===== src/rtl/wb_pkg.sv =====
// Shared types for the register-file write-port arbiter.
// Entry, FSM state and grant encodings plus default widths.
package wb_pkg;

  localparam int WB_DATA_W       = 32;
  localparam int WB_REG_W        = 5;
  localparam int WB_FIFO_DEPTH   = 2;
  localparam int WB_STARVE_LIMIT = 4;

  typedef struct packed {
    logic [WB_REG_W-1:0]  rd;
    logic [WB_DATA_W-1:0] data;
  } wb_entry_t;

  typedef enum logic {
    WB_NORMAL,
    WB_DRAIN
  } wb_state_t;

  typedef enum logic [1:0] {
    GNT_NONE,
    GNT_PIPE,
    GNT_FIFO,
    GNT_BYPASS
  } wb_grant_t;

endpackage


===== src/rtl/wb_port_arbiter_if.sv =====
// Bus bundle between WB stage, LLU, register file and hazard unit.
// The arbiter takes the slave side.
interface wb_port_arbiter_if
  import wb_pkg::*;
#(
  parameter int DATA_WIDTH = WB_DATA_W,
  parameter int REG_ADDR_W = WB_REG_W
);

  logic                     wb_valid_w;
  logic                     reg_write_w;
  logic [REG_ADDR_W-1:0]    rd_w;
  logic [DATA_WIDTH-1:0]    result_w;
  logic                     wb_stall;
  logic                     llu_issue;
  logic [REG_ADDR_W-1:0]    llu_issue_rd;
  logic                     llu_valid;
  logic [REG_ADDR_W-1:0]    llu_rd;
  logic [DATA_WIDTH-1:0]    llu_data;
  logic                     llu_ready;
  logic                     rf_we3;
  logic [REG_ADDR_W-1:0]    rf_a3;
  logic [DATA_WIDTH-1:0]    rf_wd3;
  logic [2**REG_ADDR_W-1:0] pending;

  modport slave (
    input  wb_valid_w, reg_write_w, rd_w, result_w,
    input  llu_issue, llu_issue_rd,
    input  llu_valid, llu_rd, llu_data,
    output wb_stall, llu_ready,
    output rf_we3, rf_a3, rf_wd3, pending
  );

  modport master (
    output wb_valid_w, reg_write_w, rd_w, result_w,
    output llu_issue, llu_issue_rd,
    output llu_valid, llu_rd, llu_data,
    input  wb_stall, llu_ready,
    input  rf_we3, rf_a3, rf_wd3, pending
  );

endinterface


===== src/rtl/wb_fifo.sv =====
// Small synchronous FIFO holding LLU results that lost arbitration.
// Push and pop may happen in the same cycle.
module wb_fifo
  import wb_pkg::*;
#(
  parameter type T     = wb_entry_t,
  parameter int  DEPTH = WB_FIFO_DEPTH
) (
  input  logic clk,
  input  logic rst,
  input  logic push,
  input  T     din,
  input  logic pop,
  output T     dout,
  output logic full,
  output logic empty
);

  localparam int AW = $clog2(DEPTH);

  T           mem [DEPTH];
  logic [AW:0] wp;
  logic [AW:0] rp;

  // Extra pointer bit distinguishes full from empty.
  assign empty = (wp == rp);
  assign full  = (wp[AW] != rp[AW]) &&
                 (wp[AW-1:0] == rp[AW-1:0]);
  assign dout  = mem[rp[AW-1:0]];

  always_ff @(posedge clk) begin
    if (push && !full) begin
      mem[wp[AW-1:0]] <= din;
    end
  end

  always_ff @(posedge clk) begin
    if (rst) begin
      wp <= '0;
      rp <= '0;
    end else begin
      if (push && !full) wp <= wp + 1'b1;
      if (pop && !empty) rp <= rp + 1'b1;
    end
  end

endmodule


===== src/rtl/wb_port_arbiter.sv =====
// Shares the register-file write port between pipeline WB and the LLU,
// with a result buffer, anti-starvation drain and pending scoreboard.
module wb_port_arbiter
  import wb_pkg::*;
#(
  parameter int DATA_WIDTH   = WB_DATA_W,
  parameter int REG_ADDR_W   = WB_REG_W,
  parameter int FIFO_DEPTH   = WB_FIFO_DEPTH,
  parameter int STARVE_LIMIT = WB_STARVE_LIMIT
) (
  input logic              clk,
  input logic              rst,
  wb_port_arbiter_if.slave bus
);

  localparam int NREG = 2**REG_ADDR_W;
  localparam int CW   = $clog2(STARVE_LIMIT + 1);

  typedef struct packed {
    logic [REG_ADDR_W-1:0] rd;
    logic [DATA_WIDTH-1:0] data;
  } entry_t;

  wb_state_t             state;
  wb_state_t             state_nxt;
  wb_grant_t             gnt;
  logic [CW-1:0]         starve;
  logic [CW-1:0]         starve_nxt;
  logic [NREG-1:0]       pend;
  logic [NREG-1:0]       pend_nxt;
  logic [REG_ADDR_W-1:0] a3_q;
  logic [DATA_WIDTH-1:0] wd3_q;
  entry_t                head;
  entry_t                llu_ent;
  logic                  full;
  logic                  empty;
  logic                  push;
  logic                  pop;
  logic                  pipe_req;
  logic                  llu_live;
  logic                  xfer;

  assign pipe_req = bus.wb_valid_w & bus.reg_write_w &
                    (bus.rd_w != '0);
  assign llu_live = bus.llu_valid & (bus.llu_rd != '0);
  assign llu_ent  = {bus.llu_rd, bus.llu_data};

  assign bus.llu_ready = !full & !rst;
  assign bus.wb_stall  = (state == WB_DRAIN) & !rst;
  assign xfer          = bus.llu_valid & bus.llu_ready;

  // Results with rd=0 are accepted but dropped.
  assign push = xfer & llu_live & (gnt != GNT_BYPASS);
  assign pop  = (gnt == GNT_FIFO);

  wb_fifo #(
    .T     (entry_t),
    .DEPTH (FIFO_DEPTH)
  ) u_fifo (
    .clk   (clk),
    .rst   (rst),
    .push  (push),
    .din   (llu_ent),
    .pop   (pop),
    .dout  (head),
    .full  (full),
    .empty (empty)
  );

  // Bypass only when nothing is buffered, keeping LLU order.
  always_comb begin
    gnt = GNT_NONE;
    if (rst) begin
      gnt = GNT_NONE;
    end else if (state == WB_DRAIN) begin
      if (!empty) gnt = GNT_FIFO;
    end else if (pipe_req) begin
      gnt = GNT_PIPE;
    end else if (!empty) begin
      gnt = GNT_FIFO;
    end else if (llu_live) begin
      gnt = GNT_BYPASS;
    end
  end

  assign bus.rf_we3 = (gnt != GNT_NONE);

  always_comb begin
    bus.rf_a3  = a3_q;
    bus.rf_wd3 = wd3_q;
    unique case (gnt)
      GNT_PIPE: begin
        bus.rf_a3  = bus.rd_w;
        bus.rf_wd3 = bus.result_w;
      end
      GNT_FIFO: begin
        bus.rf_a3  = head.rd;
        bus.rf_wd3 = head.data;
      end
      GNT_BYPASS: begin
        bus.rf_a3  = bus.llu_rd;
        bus.rf_wd3 = bus.llu_data;
      end
      default: ;
    endcase
  end

  always_comb begin
    state_nxt  = WB_NORMAL;
    starve_nxt = starve;
    if (state == WB_DRAIN) begin
      starve_nxt = '0;
    end else begin
      if (gnt == GNT_FIFO) begin
        starve_nxt = '0;
      end else if (gnt == GNT_PIPE && !empty) begin
        starve_nxt = starve + 1'b1;
      end
      if (starve_nxt >= CW'(STARVE_LIMIT)) begin
        state_nxt = WB_DRAIN;
      end
    end
  end

  // Set after clear so a same-cycle reissue wins.
  always_comb begin
    pend_nxt = pend;
    if (gnt == GNT_FIFO)   pend_nxt[head.rd]    = 1'b0;
    if (gnt == GNT_BYPASS) pend_nxt[bus.llu_rd] = 1'b0;
    if (bus.llu_issue && bus.llu_issue_rd != '0) begin
      pend_nxt[bus.llu_issue_rd] = 1'b1;
    end
  end

  assign bus.pending = pend;

  always_ff @(posedge clk) begin
    if (rst) begin
      state  <= WB_NORMAL;
      starve <= '0;
      pend   <= '0;
      a3_q   <= '0;
      wd3_q  <= '0;
    end else begin
      state  <= state_nxt;
      starve <= starve_nxt;
      pend   <= pend_nxt;
      if (bus.rf_we3) begin
        a3_q  <= bus.rf_a3;
        wd3_q <= bus.rf_wd3;
      end
    end
  end

endmodule


===== src/flat_wrapper.sv =====
// flat-port wrapper written by rule: the top's interface ports become plain ports
module wb_port_arbiter_flat import wb_pkg::*;
#(
  parameter int DATA_WIDTH   = WB_DATA_W,
  parameter int REG_ADDR_W   = WB_REG_W,
  parameter int FIFO_DEPTH   = WB_FIFO_DEPTH,
  parameter int STARVE_LIMIT = WB_STARVE_LIMIT
)
  (clk, rst, bus_wb_valid_w, bus_reg_write_w, bus_rd_w, bus_result_w, bus_llu_issue, bus_llu_issue_rd, bus_llu_valid, bus_llu_rd, bus_llu_data, bus_wb_stall, bus_llu_ready, bus_rf_we3, bus_rf_a3, bus_rf_wd3, bus_pending);
  wb_port_arbiter_if #(.DATA_WIDTH(DATA_WIDTH), .REG_ADDR_W(REG_ADDR_W)) bus_i ();
  input logic clk;
  input logic rst;
  input wire logic [$bits(bus_i.wb_valid_w)-1:0] bus_wb_valid_w;
  input wire logic [$bits(bus_i.reg_write_w)-1:0] bus_reg_write_w;
  input wire logic [$bits(bus_i.rd_w)-1:0] bus_rd_w;
  input wire logic [$bits(bus_i.result_w)-1:0] bus_result_w;
  input wire logic [$bits(bus_i.llu_issue)-1:0] bus_llu_issue;
  input wire logic [$bits(bus_i.llu_issue_rd)-1:0] bus_llu_issue_rd;
  input wire logic [$bits(bus_i.llu_valid)-1:0] bus_llu_valid;
  input wire logic [$bits(bus_i.llu_rd)-1:0] bus_llu_rd;
  input wire logic [$bits(bus_i.llu_data)-1:0] bus_llu_data;
  output wire logic [$bits(bus_i.wb_stall)-1:0] bus_wb_stall;
  output wire logic [$bits(bus_i.llu_ready)-1:0] bus_llu_ready;
  output wire logic [$bits(bus_i.rf_we3)-1:0] bus_rf_we3;
  output wire logic [$bits(bus_i.rf_a3)-1:0] bus_rf_a3;
  output wire logic [$bits(bus_i.rf_wd3)-1:0] bus_rf_wd3;
  output wire logic [$bits(bus_i.pending)-1:0] bus_pending;
  assign bus_i.wb_valid_w = bus_wb_valid_w;
  assign bus_i.reg_write_w = bus_reg_write_w;
  assign bus_i.rd_w = bus_rd_w;
  assign bus_i.result_w = bus_result_w;
  assign bus_i.llu_issue = bus_llu_issue;
  assign bus_i.llu_issue_rd = bus_llu_issue_rd;
  assign bus_i.llu_valid = bus_llu_valid;
  assign bus_i.llu_rd = bus_llu_rd;
  assign bus_i.llu_data = bus_llu_data;
  assign bus_wb_stall = bus_i.wb_stall;
  assign bus_llu_ready = bus_i.llu_ready;
  assign bus_rf_we3 = bus_i.rf_we3;
  assign bus_rf_a3 = bus_i.rf_a3;
  assign bus_rf_wd3 = bus_i.rf_wd3;
  assign bus_pending = bus_i.pending;
  wb_port_arbiter #(.DATA_WIDTH(DATA_WIDTH), .REG_ADDR_W(REG_ADDR_W), .FIFO_DEPTH(FIFO_DEPTH), .STARVE_LIMIT(STARVE_LIMIT)) u_core (.clk(clk), .rst(rst), .bus(bus_i));
endmodule

===== config.mk =====
export PLATFORM = sky130hd
export DESIGN_NAME = wb_port_arbiter_flat
export DESIGN_NICKNAME = d
export VERILOG_FILES = /design/src/rtl/wb_pkg.sv /design/src/rtl/wb_port_arbiter_if.sv /design/src/rtl/wb_fifo.sv /design/src/rtl/wb_port_arbiter.sv /design/src/flat_wrapper.sv
export SDC_FILE = /design/constraint.sdc
export NUM_CORES = 1
export LEC_CHECK = 0
export CORE_MARGIN = 2
export CORE_UTILIZATION = 51
export DETAILED_ROUTE_END_ITERATION = 7
export PLACE_DENSITY = 0.79
export SYNTH_ARGS = -nofsm -noshare
export SYNTH_HDL_FRONTEND = slang
export SYNTH_HIERARCHICAL = 1
export SYNTH_SLANG_ARGS = --single-unit

===== constraint.sdc =====
create_clock -name clk -period 6.3 [get_ports clk]
set_input_delay 1.26 -clock clk [delete_from_list [all_inputs] [get_ports clk]]
set_output_delay 1.26 -clock clk [all_outputs]
set_load 0.02 [all_outputs]

==> out/qor.yml, run 1 <==
cells_and_area:
  utilization_pct: 69.3
  antenna_cells: 0
  seq_area_um2: 3760
  drive_gt1_share_pct: 12.0
  syn_to_final_growth_pct: 32.1
  multiInputGateArea_um2: 2980
  fill_cells: 978
  fin_nets: 896
  layout.cells.non_filler: 999
synth:
  syn_area_um2: 6980
  synth-seq-cells: 151
  netlist_instances: 671
  yosysWarnings: 6
  synth_fp_nets: 757
  synth_ff_type: "dfxtp_1"
  async_reset_ff_share_pct: 0
  postSynthAreaPerCell_um2: 10.4
  ys_seq_area_share_pct: 53.9
  synth_cell_types: 55
  synth_edf_count: 74
floorplanning:
  boundaryPins: 157
  initial_core_util_pct: 52.5
  dieArea_um2: 14600
  row_count: 42
  die_w_um: 121
  die_y_um: 121
  core-area_um2: 13300
placement:
  io_buffers: 156
  preCtsSetupSlack_ns: 0.685
  placedCellCount: 967
  place_congestion: 0.925
  hpwl_um: 13200
run:
  cap_violations: 0
sta:
  relSlewSlack_pct: 25.3
  setup_slack_ns: 0.645
  report.final.slew_viol_count: 0
  post-route-period-util_pct: 89.8
  hold_viol_final: 0
  finalSetupTns_ns: 0
  finalSetupViolCount: 0
  skew_ns: 0.00752
  rsz0062_at_grt: "no"
  min_period_ns: 5.65
  tightestPinTransition_ns: 1.12
  clock.fmax_ghz: 0.177
hold_path:
  holdPathEnd: "u_core/bus.pending[0]"
  min_path_type: "register to register"
  hold_start: "u_core/bus.pending[0]"
  worstHoldPathCells: 1
critical_path:
  cp_cell_sequence: "clkdlybuf4s50_1 -> nor3_1 -> a221oi_2 -> nand2_1 -> buf_12 -> a22oi_1 -> a31oi_1 -> clkdlybuf4s50_1"
  r2r_start: "u_core/u_fifo/wp[1]"
  path_max_fanout: 20
  cp-end-kind: "primary output"
  slowest_delay_ns: 0.60
  cp.required_ns: 5.04
  critPathKind: "input pin to primary output"
  worstPathArrival_ns: 4.39
  critPathMostFrequentCell: "clkdlybuf4s50_1"
  critPathLaunchType: "input pin"
  r2r_slack_ns: 2.45
  reg2regPathDepth: 7
  worstReg2RegEnd: "u_core/u_fifo/mem[0][12]"
  cp_slowest_cell: "clkdlybuf4s50_1"
routing:
  wl_per_cell_um: 19.5
  dr.pass1.iters: 7
  avgViaCountPerCell: 6.17
  routed_wirelength_um: 19500
  vias: 6165
  antenna_left: 0
  drt_iter0_drc: 535
  drc: 0
cts:
  htreeDepth: 4
  insertion_delay_ns: 0.42
  cts_buffers: 17
  cts_post_setup_buffers_inserted: 0
  cts_hold_buf: 0
  clk_pin_slew_ns: 0.06
  tritoncts: "yes"
  clockBufferDepth: 2
  cts_root_buffer: "clkbuf_16"
  cts_sinks: 151
  cts_resized: 0
status:
  outcome: "finished, final reports clean"
global_routing:
  grt.met2_usage_pct: 43.1
  overflow: 0
  grt_util_met3_pct: 7.42
  grt_use_met1_pct: 34.5
  antenna_found_initial: 0
  top_usage_layer: "met2"
  grt_pass1_vias: 6044
  grt_pass1_wl_um: 30500
  grt_max_degree: 83
  grt_use_total_pct: 26.9
power:
  power_density_nw_per_um2: 284
  ir_drop_v: 0.000170
  p_leak_uw: 0.00312
power breakdown:
group / switching, µW / internal [µW] / total, µW
combinational: 297 / 231 / 528
sequential: 29.7 / 1080 / 1110
clock: 374 / 600 / 974
per-layer routing:
metal / part of all wire (%) / vias up / routed length [µm]
li1: - / 2852 / -
met1: 41 / 2921 / 8010
met2: 48 / 355 / 9340
met3: 9.1 / 37 / 1790
met4: 1.9 / 0 / 380
met5: 0 / - / 0
worst max path at each step:
stage	cells past startpoint	startpoint	end
2_1_floorplan	6	rst	u_core/u_fifo/mem[1][0]
3_3_place_gp	8	bus_llu_rd[3]	bus_rf_a3[3]
3_5_place_dp	8	bus_llu_rd[2]	bus_rf_wd3[4]
4_1_cts	8	bus_llu_rd[2]	bus_rf_wd3[4]
5_1_grt	7	bus_llu_rd[2]	bus_rf_a3[3]
6_report	8	bus_llu_rd[2]	bus_rf_wd3[23]
synthesized netlist by cell type, types with 9 or more instances:
cell | number | area (µm²)
nor2_1 | 85 | 319
dfxtp_1 | 77 | 1540
edfxtp_1 | 74 | 2220
nand2_1 | 73 | 274
a21oi_1 | 38 | 190
mux2_2 | 37 | 417
a22oi_1 | 32 | 240
a311oi_1 | 28 | 245
clkbuf_1 | 27 | 101
a31oi_1 | 26 | 163
o221ai_1 | 24 | 210
nor3_1 | 17 | 85.1
buf_2 | 13 | 65.1
inv_1 | 9 | 33.8
o21ai_0 | 9 | 45.0
critical path, delay by kind of cell:
kind,cells,cell delay [ns]
AO/OA/AOI/OAI,3,0.97
AND/OR/NAND/NOR,2,0.66
buffers and inverters,3,1.50
cells by family after synthesis:
| logic type | share of synthesized area [%] |
|---|---|
| AOI/OAI and AO/OA | 20.5 |
| xor gates and xnor gates | 0.484 |
| adders and majority gates | 0.179 |
| buffers and inverters | 3.62 |
| DFF | 53.9 |
| muxes | 6.26 |
| and+or+nand+nor | 15.0 |
metrics by stage:
stage	hold slack [ns]	power, µW	instance area [µm²]
2_1_floorplan	0.469	1430	6980
3_3_place_gp	0.469	1640	8650
3_5_place_dp	0.469	1660	8650
4_1_cts	0.479	2630	9220
5_1_grt	0.506	2720	9220
6_report	0.482	2620	9220
layout make-up:
type / count / share of cell area, %
Inverter: 10 / 0.407
Sequential cell: 151 / 40.8
Tap cell: 176 / 2.39
Clock inverter: 9 / 1.09
Multi-Input combinational cell: 463 / 32.3
Timing Repair Buffer: 167 / 17.9
Clock buffer: 23 / 5.08
cell usage in the layout (no fill, tap or decap), types with 4 or more instances in the layout:
master | Yosys | final
mux2_2 | 37 | 37
a31oi_1 | 26 | 26
a22oi_1 | 32 | 32
a21oi_1 | 38 | 37
o21ai_0 | 9 | 9
nand3b_1 | 6 | 6
o211ai_1 | 6 | 6
o221ai_1 | 24 | 24
inv_1 | 9 | 9
nand2b_1 | 6 | 6
edfxtp_1 | 74 | 74
or3_1 | 6 | 6
clkbuf_1 | 27 | 4
nor3_1 | 17 | 17
buf_4 | 0 | 10
clkinv_2 | 0 | 4
nor2_1 | 85 | 85
o221ai_2 | 4 | 4
nor3b_1 | 6 | 6
a311oi_1 | 28 | 28
clkdlybuf4s50_1 | 0 | 155
nand2_1 | 73 | 73
a22o_1 | 4 | 4
clkbuf_16 | 0 | 17
dfxtp_1 | 77 | 76
flip-flops by register name, summed over array words and instances, names as in the netlist, named ones only:
name	cells
u_core/wd3_q	32
u_core/u_fifo/rp	2
u_core/a3_q	5
u_core/bus.pending	32
u_core/u_fifo/wp	2
u_core/state	1
u_core/u_fifo/mem	74
u_core/starve	2
(Power assumes the default switching activity.)
==> run 2, diff against run 1 <==
--- a/config.mk
+++ b/config.mk
@@ -7,9 +7,11 @@
 export LEC_CHECK = 0
 export CORE_MARGIN = 2
 export CORE_UTILIZATION = 51
+export CTS_CLUSTER_DIAMETER = 40
 export DETAILED_ROUTE_END_ITERATION = 7
 export PLACE_DENSITY = 0.79
 export SYNTH_ARGS = -nofsm -noshare
 export SYNTH_HDL_FRONTEND = slang
 export SYNTH_HIERARCHICAL = 1
 export SYNTH_SLANG_ARGS = --single-unit
+export TNS_END_PERCENT = 1
==> results of run 2 <==
The final DEF is identical to that of run 1; final timing and power are the same.
==> run 3, diff against run 2 <==
--- a/config.mk
+++ b/config.mk
@@ -7,7 +7,7 @@
 export LEC_CHECK = 0
 export CORE_MARGIN = 2
 export CORE_UTILIZATION = 51
-export CTS_CLUSTER_DIAMETER = 40
+export CTS_CLUSTER_DIAMETER = 120
 export DETAILED_ROUTE_END_ITERATION = 7
 export PLACE_DENSITY = 0.79
 export SYNTH_ARGS = -nofsm -noshare
==> results of run 3 <==
The final DEF is identical to that of run 1; final timing and power are the same.
